<file path="src/rtl/load_store_unit.sv">
// Load/store unit: drives a word-organised data memory for one request at a time.
// Sub-word stores are performed as read-modify-write of the containing word.
module load_store_unit #(
  parameter int unsigned WORD_COUNT = 128,
  parameter int unsigned WORD_BITS  = 32,
  localparam int unsigned ADDR_BITS = $clog2(WORD_COUNT * WORD_BITS / 8)
) (
  input  logic                 i_clk,
  input  logic                 i_reset,
  input  logic                 i_req_valid,
  output logic                 o_req_ready,
  input  logic                 i_req_write,
  input  logic [1:0]           i_req_size,
  input  logic                 i_req_unsigned,
  input  logic [31:0]          i_req_addr,
  input  logic [31:0]          i_req_wdata,
  output logic                 o_resp_valid,
  output logic [31:0]          o_resp_rdata,
  output logic                 o_resp_err,
  output logic [ADDR_BITS-1:0] o_mem_address,
  input  logic [31:0]          i_mem_rd_data,
  output logic [31:0]          o_mem_wr_data,
  output logic                 o_mem_wr_en
);

  typedef enum logic [2:0] {StIdle, StLoad, StMerge, StWrite, StResp} state_e;

  state_e                r_state;
  state_e                w_state_next;
  logic [ADDR_BITS-1:0]  r_addr;
  logic [1:0]            r_size;
  logic                  r_write;
  logic                  r_unsigned;
  logic [15:0]           r_wdata;
  logic [31:0]           r_merge;
  logic [31:0]           r_rdata;
  logic                  r_err;

  logic                  w_accept;
  logic                  w_misaligned;
  logic [7:0]            w_byte;
  logic [15:0]           w_half;
  logic [31:0]           w_load_data;
  logic [31:0]           w_merge_data;
  logic                  w_unused_addr_hi;

  // Upper address bits alias onto the same memory words.
  assign w_unused_addr_hi = ^i_req_addr[31:ADDR_BITS];
  assign w_accept         = i_req_valid && (r_state == StIdle);

  always_comb begin
    w_misaligned = 1'b0;
    unique case (i_req_size)
      2'b00:   w_misaligned = 1'b0;
      2'b01:   w_misaligned = i_req_addr[0];
      2'b10:   w_misaligned = |i_req_addr[1:0];
      default: w_misaligned = 1'b1;
    endcase
  end

  always_comb begin
    w_byte      = i_mem_rd_data[{r_addr[1:0], 3'b000} +: 8];
    w_half      = r_addr[1] ? i_mem_rd_data[31:16] : i_mem_rd_data[15:0];
    w_load_data = i_mem_rd_data;
    unique case (r_size)
      2'b00:   w_load_data = r_unsigned ? {24'b0, w_byte} : {{24{w_byte[7]}}, w_byte};
      2'b01:   w_load_data = r_unsigned ? {16'b0, w_half} : {{16{w_half[15]}}, w_half};
      default: w_load_data = i_mem_rd_data;
    endcase
  end

  always_comb begin
    w_merge_data = i_mem_rd_data;
    if (r_size == 2'b00) begin
      w_merge_data[{r_addr[1:0], 3'b000} +: 8] = r_wdata[7:0];
    end else if (r_addr[1]) begin
      w_merge_data[31:16] = r_wdata;
    end else begin
      w_merge_data[15:0] = r_wdata;
    end
  end

  always_comb begin
    w_state_next = r_state;
    unique case (r_state)
      StIdle: begin
        if (w_accept) begin
          if (w_misaligned)              w_state_next = StResp;
          else if (!i_req_write)         w_state_next = StLoad;
          else if (i_req_size == 2'b10)  w_state_next = StWrite;
          else                           w_state_next = StMerge;
        end
      end
      StLoad:  w_state_next = StResp;
      StMerge: w_state_next = StWrite;
      StWrite: w_state_next = StResp;
      StResp:  w_state_next = StIdle;
      default: w_state_next = StIdle;
    endcase
  end

  always_ff @(posedge i_clk or posedge i_reset) begin
    if (i_reset) begin
      r_state <= StIdle;
    end else begin
      r_state <= w_state_next;
    end
  end

  always_ff @(posedge i_clk or posedge i_reset) begin
    if (i_reset) begin
      r_addr     <= '0;
      r_size     <= 2'b00;
      r_write    <= 1'b0;
      r_unsigned <= 1'b0;
      r_wdata    <= 16'b0;
      r_merge    <= 32'b0;
      r_rdata    <= 32'b0;
      r_err      <= 1'b0;
    end else begin
      unique case (r_state)
        StIdle: begin
          if (w_accept) begin
            r_addr     <= i_req_addr[ADDR_BITS-1:0];
            r_size     <= i_req_size;
            r_write    <= i_req_write;
            r_unsigned <= i_req_unsigned;
            r_wdata    <= i_req_wdata[15:0];
            r_err      <= w_misaligned;
            if (i_req_write && (i_req_size == 2'b10) && !w_misaligned) begin
              r_merge <= i_req_wdata;
            end
          end
        end
        StLoad:  r_rdata <= w_load_data;
        StMerge: r_merge <= w_merge_data;
        StWrite: ;
        StResp: begin
          r_rdata <= 32'b0;
          r_err   <= 1'b0;
        end
        default: ;
      endcase
    end
  end

  // Write strobe is a pure state decode so an async reset removes it at once.
  assign o_req_ready   = (r_state == StIdle);
  assign o_resp_valid  = (r_state == StResp);
  assign o_resp_rdata  = (o_resp_valid && !r_write) ? r_rdata : 32'b0;
  assign o_resp_err    = o_resp_valid && r_err;
  assign o_mem_address = {r_addr[ADDR_BITS-1:2], 2'b00};
  assign o_mem_wr_en   = (r_state == StWrite);
  assign o_mem_wr_data = o_mem_wr_en ? r_merge : 32'b0;

endmodule

</file>
<file path="config.mk">
export PLATFORM = sky130hd
export DESIGN_NAME = load_store_unit
export DESIGN_NICKNAME = d
export VERILOG_FILES = /design/src/rtl/load_store_unit.sv
export SDC_FILE = /design/constraint.sdc
export NUM_CORES = 1
export LEC_CHECK = 0
export ABC_AREA = 1
export BUFFER_PORTS_ARGS = -buffer_cell sky130_fd_sc_hd__buf_4
export CAP_MARGIN = 20
export CORE_MARGIN = 1
export CORE_UTILIZATION = 49
export CTS_CLUSTER_SIZE = 24
export DETAILED_ROUTE_END_ITERATION = 7
export PLACE_DENSITY = 0.78
export SYNTH_ARGS = -nofsm -noshare
export SYNTH_HDL_FRONTEND = slang
export SYNTH_SLANG_ARGS = --single-unit
</file>
<file path="constraint.sdc">
create_clock -name i_clk -period 2.85 [get_ports i_clk]
set_input_delay 0.1425 -clock i_clk [delete_from_list [all_inputs] [get_ports i_clk]]
set_output_delay 0.1425 -clock i_clk [all_outputs]
set_load 0.01 [all_outputs]
</file>
======== After elaboration in Yosys (flattened, before gate mapping) ========
Cells that the tools add are included.
word-level totals
  register bits after elaboration ......... 97
  bits of input ports ..................... 103
  output and inout port bits .............. 77
  word-level logic and storage cells ...... 62
operators by class
  $add $sub $neg .......................... 1
  equal/unequal tests ..................... 9
  shifts and indexed selects .............. 3
  multiplexer cells ....................... 22
  reductions and logical operators ........ 18
operator list
  kind                    count
  $mux 32                 7
  $pmux 32 s2             3
  $mux 16                 3
  $bwmux 32               1
  $shift 8x7->32 const A  1
  $shiftx 32x6->8         1
  $shiftx 8x7->32         1
  $pmux 3 s3              1
  $neg 5->7               1
  $eq 3x2->1 const B      2
  $mux 3                  2
  $reduce_bool 2->1       3
  $logic_and 1x1->1       5
  $eq 2x1->1 const B      2
  $logic_not 2->1         2
  $ne 2x1->1 const B      2
  $reduce_and 2->1        2
  $reduce_or 2->1         2
  $eq 3x1->1 const B      1
  $eq 3x3->1 const B      1
  $logic_not 3->1         1
  $pmux 1 s3              1
  $reduce_and 3->1        1
  $eq 2x2->1 const B      1
  4 further kinds         6

======== Logic depth before layout (Yosys ltp) ========
  depth after elaboration ................. 7
  mapped depth ............................ 14
  gate-level depth less buffers ........... 11

======== Worst setup path after synthesis ========
No wires, ideal clock.
  path type ............................... reg-to-reg
  start point ............................. reg r_addr[1]
  end point ............................... reg r_merge[2]
  setup time .............................. 0.117 ns
  data arrival time ....................... 1.885 ns
  data required time ...................... 2.733 ns
  path slack .............................. 0.849 ns
  stages on the path, launching flop included .. 13
  buffers on the path ..................... 3
  period minus slack after synthesis ...... 2.001 ns
  path through ............................ dfrtp_1 > buf_2 > inv_2 > buf_2 > ha_1 > clkbuf_1 > inv_1 > a21oi_1 > nand2_1 > nand3_1 > nand2_1 > nand2_1 > nand2_1
on the way
  longest elaborated chain between the ends .. 5
  elaborated cells on any way between the ends .. 7
  classes of those cells .................. add/sub: 1; shift: 2; mux: 4
ends and longest elaborated chain
  item                                               line  text
  start, declared                                    30    logic [ADDR_BITS-1:0] r_addr;
  start signal, assigned                             124   r_addr <= i_req_addr[ADDR_BITS-1:0];
  $neg 5->7                                          75    w_merge_data[{r_addr[1:0], 3'b000} +: 8] = r_wdata[7:0];
  $shiftx 8x7->32 or $shift 8x7->32 (tied branches)  75
  $bwmux 32                                          75
  $mux 32 (*)                                        74    if (r_size == 2'b00) begin
  $pmux 32 s2 (*)                                    121   unique case (r_state)
  end signal, assigned                               131   r_merge <= i_req_wdata;
  end signal, assigned                               136   StMerge: r_merge <= w_merge_data;
  end, declared                                      35    logic [31:0] r_merge;
Mark *: on every way between the ends. The rest lies on a longest branch, timed or not.
A chain may end at the register's enable or synchronous reset.

======== Final worst setup path ========
  start point ............................. reg r_state[1]
  end point ............................... out o_resp_rdata[19]
on the way
  longest elaborated chain between the ends .. 3
ends and longest elaborated chain
  item                    line  text
  start, declared         28    state_e r_state;
  start signal, assigned  104   r_state <= StIdle;
  start signal, assigned  106   r_state <= w_state_next;
  $eq 3x3->1              149   assign o_resp_valid = (r_state == StResp);
  $logic_and 1x1->1       150   assign o_resp_rdata = (o_resp_valid && !r_write) ? r_rdata : 32'b0;
  $mux 32                 150
  end, declared           18    output logic [31:0] o_resp_rdata,
Every way passes these cells.

==> flow_metrics.tcl <==
set metrics [dict create \
    run_status "complete, no violations" \
    synth-edff-count 0 \
    path_buf_inv 2 \
    grt_overflow 0 \
    max_slew.worst_pin.slew_ns 0.983 \
    whs_ns 0.00556 \
    rsz0062_at_grt "no" \
    num_io_pins 180 \
    finalSetupTns_ns 0 \
    portBuffers 154 \
    crit_path_max_incr_delay_ns 0.56 \
    clockBufferDepth 2 \
    grt_pass1_vias 6313 \
    critPathMaxFanout 32 \
    ys_ff_latch 97 \
    final_common_cell "nand2_1" \
    post_cts_buffers 0 \
    crit_type "reg -> out" \
    antenna_left 0 \
    drt_iter0_drc 640 \
    setup_viol 0 \
    die_y_um 119 \
    dieArea_sq_um 14200 \
    fp-row-count 42 \
    ys.warnings.count 0 \
    async_flop_share_pct 100 \
    coreArea_sq_um 13300 \
    ys_dominant_reg_cell "dfrtp_1" \
    hold_viol 0 \
    slowest_stage "or2_1" \
    cts_tree "yes" \
    required_ns 2.71 \
    finalCriticalPeriod_ns 2.26 \
    cts_made_buffers 9 \
    dr.pass1.iters 5 \
    die_x_um 119 \
    maxCapViolCount 0 \
    wl_per_cell_um 14.1 \
    antenna_found_initial 0 \
    clkSinkCount 97 \
    vias_per_cell 5.12 \
    h-tree-depth 3 \
    avgSynthCellArea_sq_um 6.21 \
    final_cell_mix "nand2_1, buf_4, inv_1, dfrtp_1, nor2_1" \
    holdBufCountCts 10 \
    syn-instance-count 1084 \
    grt_usage_pct 28.2 \
    max_freq_mhz 442 \
    area_delta_synth_final_pct 22.7 \
    end_kind "output pin" \
    power.density_nw_per_um2 966 \
    path_delay_family "simple AND/OR/NAND/NOR gates" \
    gp_congestion 0.935 \
    slew_violations 0 \
    cp.arrival_ns 2.12 \
    routed_wl_mm 19.6 \
    netlist_area_sq_um 6740 \
    cp-start-kind "flip-flop" \
    slew_headroom_pct 34.5 \
    cts_resized 0 \
    ys_seq_area_share_pct 36.0 \
    dpl.hpwl_mm 14.1 \
    ir_drop_mv 0.688 \
    drive_gt1_share_pct 18.0 \
    crit_chain "nor3_2 -> inv_2 -> or2_1 -> nor2_1 -> buf_4" \
    grt_max_degree 55 \
    finalClockSkew_ns 0.00796 \
    start_util_pct 50.5 \
    nNetsFinal 1317 \
    p_leak_nw 4.54 \
    hp-class "in -> reg" \
    synth.distinct_cells 33 \
    grt_pass1_wl_mm 31.5 \
    cts_root_buf "clkbuf_16" \
    insertion_delay_ns 0.36 \
    fin_crit_sh_pct 79.3 \
    antenna_cells_inserted 0 \
    drc_errors 0 \
    clkTransAtPathRegs_ns 0.07 \
    reg2reg_slack_ns 0.63 \
    num_vias 7112 \
]
kinds of logic after synthesis:
| logic type | count (synthesis) | synth area share [%] |
|---|---|---|
| simple gates | 655 | 40.1 |
| compound gates | 123 | 9.55 |
| flops | 97 | 36.0 |
| other cells | 1 | 0.0557 |
| fa+ha+maj | 5 | 0.929 |
| buf+inv | 203 | 13.4 |
per-stage QoR:
| step | power [mW] | util (%) | cells | setup slack [ns] | cell area (sq um) |
|---|---|---|---|---|---|
| 2_1_floorplan | 5.75 | - | 1085 | 0.174 | 6740 |
| 3_5_place_dp | 6.70 | 58.9 | 1363 | 0.680 | 7860 |
| 3_3_place_gp | 6.60 | 58.9 | 1363 | 0.736 | 7860 |
| 6_report | 7.99 | 61.9 | 1390 | 0.589 | 8270 |
| 4_1_cts | 7.98 | 61.9 | 1389 | 0.571 | 8260 |
| 5_1_grt | 8.71 | 61.9 | 1390 | 0.381 | 8270 |
state kept, by name, indices dropped and copies added, names as in the netlist:
signal and cells:
r_addr 9, r_err 1, r_merge 32, r_rdata 32
r_size 2, r_state 3, r_unsigned 1, r_wdata 16
r_write 1
where the power goes:
part           switching (mW)  internal, mW
combinational            2.90          1.43
clock                   0.528         0.701
sequential              0.430          2.00
worst min-delay path, delay by kind of cell:
| kind | cells | cell delay (ns) |
|---|---|---|
| AND/OR/NAND/NOR | 2 | 0.10 |
| buffers and inverters | 1 | 0.08 |
cell type report:
class                           count  area [sq um]
Fill cell                        1327          5080
Multi-Input combinational cell    785          3410
Sequential cell                    97          2430
Timing Repair Buffer              178          1390
Inverter                          138           522
Clock buffer                       11           243
Tap cell                          176           220
Clock inverter                      5          55.1
synthesized netlist by cell type, types with 2 or more instances:
cell        n  area, sq um
dfrtp_1    97         2430
nor2_1     81          304
nand2_2     4         25.0
o21ai_1     3         15.0
o21ai_0    67          335
ha_1        5         62.6
buf_1       2         7.51
nand2_4     2         22.5
o211ai_1    8         60.1
nand4_1     8         50.1
a21oi_1    43          215
buf_6       6         67.6
inv_2       9         33.8
nand2_1   481         1810
clkbuf_1   24         90.1
nand3_2    11          110
buf_4      14          105
nor2_4      2         22.5
inv_1     125          469
nand3_1    60          300
buf_2      17         85.1
clkinv_1    3         11.3
nor3_2      2         20.0
worst paths after layout:
kind | end | from | cells after the start
min in group asynchronous | r_merge[30] | i_reset | 3
worst min register to register | r_write | r_write | 2
worst max-delay path | o_resp_rdata[19] | r_state[1] | 5
max in group asynchronous | r_addr[7] | i_reset | 4
worst min-delay path | r_wdata[10] | i_req_wdata[10] | 3
worst max register to register | r_merge[8] | r_addr[0] | 10
layer usage:
metal,track usage [%],up-vias,share of wire [%]
li1,-,3543,-
met5,0,-,0
met3,4.89,27,8.2
met2,45.1,296,47
met1,39.0,3246,43
met4,8.39,0,1.9
(Power assumes the default switching activity.)
